## src/rtl/imm_extend_pipe_if.sv

```systemverilog
// Handshake and data bundle between decode, the immediate-extension pipe and execute.
// The pipe itself uses the slave view; the driving/consuming side uses master.
interface imm_extend_pipe_if #(
    parameter int XLEN = 32
);
    logic            in_valid;
    logic            in_ready;
    logic [23:0]     Instr;
    logic [2:0]      ImmSrc;
    logic            out_valid;
    logic            out_ready;
    logic [XLEN-1:0] ExtImm;
    logic            out_carry;
    logic            out_carry_valid;
    logic            out_err;

    modport slave (
        input  in_valid, Instr, ImmSrc, out_ready,
        output in_ready, out_valid, ExtImm, out_carry, out_carry_valid, out_err
    );

    modport master (
        output in_valid, Instr, ImmSrc, out_ready,
        input  in_ready, out_valid, ExtImm, out_carry, out_carry_valid, out_err
    );
endinterface

```

## src/rtl/imm_extend_pipe.sv

```systemverilog
// Two-stage valid/ready immediate-extension unit: stage A holds the raw instruction
// bits, stage B holds the extended immediate. All outputs are driven from stage-B flops.
module imm_extend_pipe #(
    parameter int XLEN     = 32,
    parameter int BR_SHIFT = 2
) (
    input  logic              clk,
    input  logic              reset,
    input  logic              flush,
    imm_extend_pipe_if.slave  bus
);
    localparam logic [2:0] MODE_IMM8   = 3'b000;
    localparam logic [2:0] MODE_IMM12  = 3'b001;
    localparam logic [2:0] MODE_BRANCH = 3'b010;
    localparam logic [2:0] MODE_ROT    = 3'b011;
    localparam logic [2:0] MODE_HALF   = 3'b100;
    localparam logic [2:0] MODE_UIMM   = 3'b101;

    logic            aValid_q, aValid_d;
    logic [23:0]     aInstr_q, aInstr_d;
    logic [2:0]      aSrc_q, aSrc_d;

    logic            bValid_q, bValid_d;
    logic [XLEN-1:0] bExt_q, bExt_d;
    logic            bCarry_q, bCarry_d;
    logic            bCarryValid_q, bCarryValid_d;
    logic            bErr_q, bErr_d;

    logic            bLoad;
    logic            inReady;
    logic            accept;

    logic [XLEN-1:0] compExt;
    logic            compCarry;
    logic            compCarryValid;
    logic            compErr;

    logic [63:0]     rotPair;
    logic [4:0]      rotAmt;
    logic [31:0]     rot32;
    logic [XLEN-1:0] brSext;
    logic [XLEN-1:0] uMag;

    // B refills whenever it is empty or being drained; A moves along with it.
    assign bLoad   = !bValid_q || bus.out_ready;
    assign inReady = !reset && (!aValid_q || bLoad);
    assign accept  = bus.in_valid && inReady && !flush;

    // Right-rotate by 2*rot is the low word of the doubled operand shifted right.
    assign rotPair = {24'd0, aInstr_q[7:0], 24'd0, aInstr_q[7:0]};
    assign rotAmt  = {aInstr_q[11:8], 1'b0};
    assign rot32   = 32'(rotPair >> rotAmt);
    assign brSext  = {{(XLEN-24){aInstr_q[23]}}, aInstr_q};
    assign uMag    = {{(XLEN-12){1'b0}}, aInstr_q[11:0]};

    always_comb begin
        compExt        = '0;
        compCarry      = 1'b0;
        compCarryValid = 1'b0;
        compErr        = 1'b0;
        case (aSrc_q)
            MODE_IMM8:   compExt = {{(XLEN-8){1'b0}}, aInstr_q[7:0]};
            MODE_IMM12:  compExt = {{(XLEN-12){1'b0}}, aInstr_q[11:0]};
            MODE_BRANCH: compExt = brSext << BR_SHIFT;
            MODE_ROT: begin
                compExt = {{(XLEN-32){1'b0}}, rot32};
                if (aInstr_q[11:8] != 4'd0) begin
                    compCarry      = rot32[31];
                    compCarryValid = 1'b1;
                end
            end
            MODE_HALF:   compExt = {{(XLEN-8){1'b0}}, aInstr_q[11:8], aInstr_q[3:0]};
            MODE_UIMM:   compExt = aInstr_q[23] ? uMag : (~uMag + {{(XLEN-1){1'b0}}, 1'b1});
            default:     compErr = 1'b1;
        endcase
    end

    // Flush clears both valid bits and beats any simultaneous accept or advance.
    always_comb begin
        aInstr_d      = aInstr_q;
        aSrc_d        = aSrc_q;
        bExt_d        = bExt_q;
        bCarry_d      = bCarry_q;
        bCarryValid_d = bCarryValid_q;
        bErr_d        = bErr_q;

        if (flush) begin
            aValid_d = 1'b0;
        end else if (accept) begin
            aValid_d = 1'b1;
        end else if (bLoad) begin
            aValid_d = 1'b0;
        end else begin
            aValid_d = aValid_q;
        end

        if (accept) begin
            aInstr_d = bus.Instr;
            aSrc_d   = bus.ImmSrc;
        end

        if (flush) begin
            bValid_d = 1'b0;
        end else if (bLoad) begin
            bValid_d = aValid_q;
        end else begin
            bValid_d = bValid_q;
        end

        if (bLoad && aValid_q && !flush) begin
            bExt_d        = compExt;
            bCarry_d      = compCarry;
            bCarryValid_d = compCarryValid;
            bErr_d        = compErr;
        end
    end

    always_ff @(posedge clk) begin
        if (reset) begin
            aValid_q      <= 1'b0;
            aInstr_q      <= '0;
            aSrc_q        <= '0;
            bValid_q      <= 1'b0;
            bExt_q        <= '0;
            bCarry_q      <= 1'b0;
            bCarryValid_q <= 1'b0;
            bErr_q        <= 1'b0;
        end else begin
            aValid_q      <= aValid_d;
            aInstr_q      <= aInstr_d;
            aSrc_q        <= aSrc_d;
            bValid_q      <= bValid_d;
            bExt_q        <= bExt_d;
            bCarry_q      <= bCarry_d;
            bCarryValid_q <= bCarryValid_d;
            bErr_q        <= bErr_d;
        end
    end

    assign bus.in_ready        = inReady;
    assign bus.out_valid       = bValid_q;
    assign bus.ExtImm          = bExt_q;
    assign bus.out_carry       = bCarry_q;
    assign bus.out_carry_valid = bCarryValid_q;
    assign bus.out_err         = bErr_q;
endmodule

```

## src/flat_wrapper.sv

```systemverilog
// flat-port wrapper written by rule: the top's interface ports become plain ports
module imm_extend_pipe_flat 
#(
    parameter int XLEN     = 32,
    parameter int BR_SHIFT = 2
)
  (clk, reset, flush, bus_in_valid, bus_Instr, bus_ImmSrc, bus_out_ready, bus_in_ready, bus_out_valid, bus_ExtImm, bus_out_carry, bus_out_carry_valid, bus_out_err);
  imm_extend_pipe_if #(.XLEN(XLEN)) bus_i ();
  input  logic clk;
  input  logic reset;
  input  logic flush;
  input wire logic [$bits(bus_i.in_valid)-1:0] bus_in_valid;
  input wire logic [$bits(bus_i.Instr)-1:0] bus_Instr;
  input wire logic [$bits(bus_i.ImmSrc)-1:0] bus_ImmSrc;
  input wire logic [$bits(bus_i.out_ready)-1:0] bus_out_ready;
  output wire logic [$bits(bus_i.in_ready)-1:0] bus_in_ready;
  output wire logic [$bits(bus_i.out_valid)-1:0] bus_out_valid;
  output wire logic [$bits(bus_i.ExtImm)-1:0] bus_ExtImm;
  output wire logic [$bits(bus_i.out_carry)-1:0] bus_out_carry;
  output wire logic [$bits(bus_i.out_carry_valid)-1:0] bus_out_carry_valid;
  output wire logic [$bits(bus_i.out_err)-1:0] bus_out_err;
  assign bus_i.in_valid = bus_in_valid;
  assign bus_i.Instr = bus_Instr;
  assign bus_i.ImmSrc = bus_ImmSrc;
  assign bus_i.out_ready = bus_out_ready;
  assign bus_in_ready = bus_i.in_ready;
  assign bus_out_valid = bus_i.out_valid;
  assign bus_ExtImm = bus_i.ExtImm;
  assign bus_out_carry = bus_i.out_carry;
  assign bus_out_carry_valid = bus_i.out_carry_valid;
  assign bus_out_err = bus_i.out_err;
  imm_extend_pipe #(.XLEN(XLEN), .BR_SHIFT(BR_SHIFT)) u_core (.clk(clk), .reset(reset), .flush(flush), .bus(bus_i));
endmodule
```

## config.mk

```make
export PLATFORM = sky130hd
export DESIGN_NAME = imm_extend_pipe_flat
export DESIGN_NICKNAME = d
export VERILOG_FILES = /design/src/rtl/imm_extend_pipe_if.sv /design/src/rtl/imm_extend_pipe.sv /design/src/flat_wrapper.sv
export SDC_FILE = /design/constraint.sdc
export NUM_CORES = 1
export LEC_CHECK = 0
export CAP_MARGIN = 20
export CORE_MARGIN = 8
export CORE_UTILIZATION = 55
export CTS_BUF_LIST = sky130_fd_sc_hd__clkbuf_8
export CTS_CLUSTER_SIZE = 28
export DETAILED_ROUTE_END_ITERATION = 10
export DONT_BUFFER_PORTS = 1
export HOLD_SLACK_MARGIN = 0.15
export PLACE_DENSITY_LB_ADDON = 0.08
export SYNTH_ARGS = -nofsm -noshare
export SYNTH_HDL_FRONTEND = slang
export SYNTH_SLANG_ARGS = --single-unit
```

## constraint.sdc

```tcl
create_clock -name clk -period 2.1 [get_ports clk]
set_input_delay 0.21 -clock clk [delete_from_list [all_inputs] [get_ports clk]]
set_output_delay 0.21 -clock clk [all_outputs]
set_load 0.05 [all_outputs]
```

# Word level (Yosys, flattened, before mapping)
# Index checks and enable logic that the tools add are counted.
[classes]
add_sub_neg = 1
reduce_logical = 16
n_eq_ne = 5
n_mux = 9
bitwise = 1
n_shift = 1
[op_table]
columns = ["operator", "n"]
rows = [
  ["32-bit one-hot mux with 6 select lines", 1],
  ["40-bit by 5-bit >> shifter with 32-bit output", 1],
  ["32-bit by 1-bit adder with 32-bit output, second input constant", 1],
  ["32-bit 2-to-1 mux", 1],
  ["12-bit inverter with 32-bit output", 1],
  ["1-bit 2-to-1 mux", 7],
  ["3-bit by 2-bit == test with 1-bit output, second input constant", 2],
  ["3-bit == test, second input constant", 2],
  ["6-bit OR reduction", 1],
  ["1-bit logical AND", 5],
  ["1-bit logical NOT", 4],
  ["4-bit nonzero test", 1],
  ["3-bit by 1-bit == test with 1-bit output, second input constant", 1],
  ["3-bit logical NOT", 1],
  ["1-bit logical OR", 2],
  ["2-bit nonzero test", 1],
  ["2-bit OR reduction", 1],
]
[word_totals]
output_inout_bits = 37
regBits = 64
word_cells = 41

# Logic depth before layout (Yosys ltp)
[depth]
depth_word = 7
mapped_depth = 9
mapped_depth_nobuf = 8

# Least setup slack after synthesis
# OpenSTA, ideal clock, no wires.
[synth_timing]
path_kind = "reg2reg"
startpoint = "reg u_core.aInstr_q[6]"
endpoint = "reg u_core.bExt_q[11], in the netlist u_core.bus.ExtImm[11]"
path_stages_with_launch = 10
slack_ns = 0.045
required_time_ns = 1.968
t_arrival_ns = 1.923
path_cell_list = "dfxtp_1 buf_2 nor4_2 nand3_2 nor2_1 ha_1 mux2_2 a221o_1 o21ai_0 o21ai_0"
[synth_via]
elab_chain_len = 4
[synth_rtl]
columns = ["element", "line_no", "rtl"]
rows = [
  ["start: declaration", "imm_extend_pipe.sv:20", "logic [23:0] aInstr_q, aInstr_d;"],
  ["start signal: assignment", "imm_extend_pipe.sv:130", "aInstr_q <= aInstr_d;"],
  ["12-bit inverter with 32-bit output", "imm_extend_pipe.sv:73", "MODE_UIMM: compExt = aInstr_q[23] ? uMag : (~uMag + {{(XLEN-1){1'b0}}, 1'b1});"],
  ["32-bit by 1-bit adder with 32-bit output", "imm_extend_pipe.sv:73", ""],
  ["32-bit 2-to-1 mux", "imm_extend_pipe.sv:73", ""],
  ["32-bit one-hot mux with 6 select lines", "imm_extend_pipe.sv:61", "case (aSrc_q)"],
  ["end signal: assignment", "imm_extend_pipe.sv:133", "bExt_q <= bExt_d;"],
  ["end: declaration", "imm_extend_pipe.sv:24", "logic [XLEN-1:0] bExt_q, bExt_d;"],
]
# Every way passes these cells.
# A chain may end at the register's enable or synchronous reset.

# Worst setup path in the final report
[layout_timing]
startpoint = "reg u_core.aInstr_q[8]"
endpoint = "reg u_core.bExt_q[24], in the netlist u_core.bus.ExtImm[24]"
[layout_via]
elab_chain_len = 4
[layout_rtl]
columns = ["element", "line_no"]
rows = [
  ["12-bit inverter with 32-bit output", "imm_extend_pipe.sv:73"],
  ["32-bit by 1-bit adder with 32-bit output", "imm_extend_pipe.sv:73"],
  ["32-bit 2-to-1 mux", "imm_extend_pipe.sv:73"],
  ["32-bit one-hot mux with 6 select lines *", "imm_extend_pipe.sv:61"],
]
# Mark *: on every way between the ends. The rest lies on a longest branch, timed or not.

==> run_results.csv <==
group,metric,value,unit
outcome,status,"finished clean",
clocking,clk_pin_slew,80,ps
yosys,synth.avg_cell_area,8.17,µm²
final_layout,fin_util,71.4,%
pwr,clkPwrFrac,35.3,%
critical_path,crit_arrival,2320,ps
yosys,synthArstFlopShare,0,%
timing,setup_viol,0,
timing,finalHoldViolCount,0,
yosys,synthCells,446,
routing,via_count,3888,
clocking,cts.sinks,64,
final_layout,regArea,1280,µm²
yosys,syn-cell-area,3650,µm²
pwr,cellLeakagePower,1.78,nW
yosys,ys_types,71,
yosys,ys_seq_area_share,35.1,%
clocking,cts_tree,"yes",
critical_path,path_max_fanout,9,
timing,setup_slack,11.1,ps
global_route,grt_max_degree,34,
die,rows,29,
yosys,yosysMostFrequentCell,"nand2_1",
final_layout,finalNetCount,541,
pwr,switchingPower,0.000857,W
yosys,yosysTopAreaCell,"dfxtp_1",
global_route,first_global_vias,3754,
clocking,h-tree-depth,3,
timing,tightest_slew,599,ps
clocking,cts-root-buf,"clkbuf_8",
timing,slew_viol_final,0,
yosys,yosys_most_used_dff,"dfxtp_1",
global_route,grt_pass1_wl,20.8,mm
routing,routed_wl,13.3,mm
critical_path,crit_path_start_kind,"flip-flop",
die,die_area,9490,µm²
pwr,seq_power_share,46.6,%
final_layout,diodes,0,
timing,period_needed,2090,ps
clocking,clockBufferDepth,2,
global_route,grt_use_total,27.1,%
final_layout,area_growth,25.1,%
yosys,syn-num-nets,480,
timing,fmax,479,MHz
min_path,holdPathStages,2,
timing,skew,10.3,ps
pwr,p_comb_share,18.1,%
timing,fin_crit_sh,99.5,%
die,die_w,97.4,µm
critical_path,worst-setup-path-type,"flip-flop to flip-flop",
final_layout,drive_gt1_share,20.1,%
yosys,synth_seq_cells,64,
timing,fin_tns_setup,0,ps
die,ios,69,
routing,ant_nets,0,
routing,drt_iter0_markers,502,
critical_path,crit_path_end_kind,"flip-flop",
routing,drt_first_pass_iters,6,
placed_design,io_buffers,0,
clocking,postCtsSetupBuffers,0,
clocking,cts_buffers,9,
min_path,hold_path.class,"input pin to flip-flop",
pwr,swShare,30.7,%
pwr,p_per_area,613,nW/µm²
routing,viasPerCell,6.60,
final_layout,fill_cells,490,
clocking,clock_latency,340,ps
placed_design,pre_cts_ws,44.9,ps
die,die_h,97.4,µm
die,coreArea,6390,µm²
global_route,antenna_found_initial,0,
routing,drc,0,
pwr,max-vdd-ir-drop,475,µV
critical_path,crit_required,2330,ps
timing,max_slew_margin,60.0,%
yosys,synth_top_area_share,35.1,%
global_route,grt.overflow.total,0,
yosys,yosys_warnings,0,
pwr,p_int,0.00194,W
final_layout,multiInputGateArea,2170,µm²
placed_design,hpwlAfterDp,9.06,mm
yosys,synth_common_cells,"88 x nand2_1, 64 x dfxtp_1, 23 x a21oi_1, 23 x nand3b_1, 22 x nor2_1",
routing,wl_per_cell,22.6,µm
run,cap_violations,0,
die,start_util,57.1,%
yosys,synth_edf_count,0,
placed_design,place_congestion,1.08,
yosys,synth.top_cells.by_area,"dfxtp_1 35%, nand2_1 9.1%, nand3b_1 4.7%, a21oi_1 3.2%, a222oi_1 2.5%",
critical_path,rr_worst_depth,5,
logic make-up (layout without fill, tap and decap cells):
kind of cell,count (synthesis),count (layout),share of synthesized area [%]
XOR/XNOR,6,6,1.44
adder cells (fa/ha/maj),2,2,0.686
buffers and inverters,46,112,6.07
AND/OR/NAND/NOR,193,193,28.4
AO/OA/AOI/OAI,123,123,24.4
flip-flops,64,64,35.1
multiplexers,12,12,3.84
repair_timing:
item,CTS,global route
endpoints found under the setup margin,0,11
hold buffers,35,0
gates resized for setup,0,7
endpoints found under the hold margin,36,0
worst paths after layout:
check | startpoint | to | slack [ps]
max | u_core.aInstr_q[8]$_SDFFE_PP0P_ | u_core.bus.ExtImm[24]$_SDFFE_PP0P_ | 10
min reg2reg | u_core.aInstr_q[15]$_SDFFE_PP0P_ | u_core.aInstr_q[15]$_SDFFE_PP0P_ | 490
max reg2reg | u_core.aInstr_q[8]$_SDFFE_PP0P_ | u_core.bus.ExtImm[24]$_SDFFE_PP0P_ | 10
min | reset | u_core.bus.ExtImm[1]$_SDFFE_PP0P_ | 160
power by group through the flow:
stage | combinational, W | clock [W] | sequential, W
floorplan | 0.000289 | 0 | 0.00131
global placement | 0.000407 | 0 | 0.00132
detailed placement | 0.000405 | 0 | 0.00133
CTS | 0.000473 | 0.000991 | 0.00130
global route | 0.000532 | 0.00104 | 0.00131
finish | 0.000505 | 0.000987 | 0.00130
per-layer routing:
layer / share of wire, % / GRT usage, % / vias to the layer above
li1: - / - / 1761
met1: 40 / 34.9 / 1807
met2: 44 / 40.8 / 268
met3: 12 / 7.47 / 52
met4: 3.5 / 12.1 / 0
met5: 0 / 0 / -
placed cells by master, fill, tap and decap left out, types with 8 or more instances in the layout:
master	count
dlygate4sd3_1	34
nand3b_1	23
mux2_2	8
a21oi_1	23
nor3_1	10
a31oi_1	12
clkbuf_8	10
nor2_1	21
a222oi_1	9
buf_4	53
dfxtp_1	62
nand2_1	88
o21ai_0	17
area by class of cell:
cell class                      count  share of cell area [%]
Clock buffer                       10                    3.02
Clock inverter                      6                   0.960
Inverter                            6                   0.494
Multi-Input combinational cell    336                    47.6
Sequential cell                    64                    28.1
Tap cell                           77                    2.11
Timing Repair Buffer               90                    17.7
sequential cells by signal, indices dropped and copies added, names as in the netlist:
| name | count |
|---|---|
| u_core.bus.out_carry | 1 |
| u_core.bus.ExtImm | 32 |
| u_core.bus.out_carry_valid | 1 |
| u_core.aInstr_q | 24 |
| u_core.bus.out_valid | 1 |
| u_core.bus.out_err | 1 |
| u_core.aValid_q | 1 |
| u_core.aSrc_q | 3 |
metrics by stage:
step                      instances  power (W)  hold slack [ps]  area [µm²]
final                           589    0.00279              159        4560
after global routing            589    0.00288              179        4560
after detailed placement        537    0.00173              289        3960
after floorplan                 446    0.00160              289        3650
after CTS                       588    0.00276              185        4500
after global placement          537    0.00173              287        3960
critical path, stage by stage (launching register included):
cell,delay (ps)
dfxtp_1,510
buf_4,250
mux2_4,340
mux2_4,310
a32o_1,270
a221o_1,310
No activity file was read; power rests on OpenSTA's default activity.
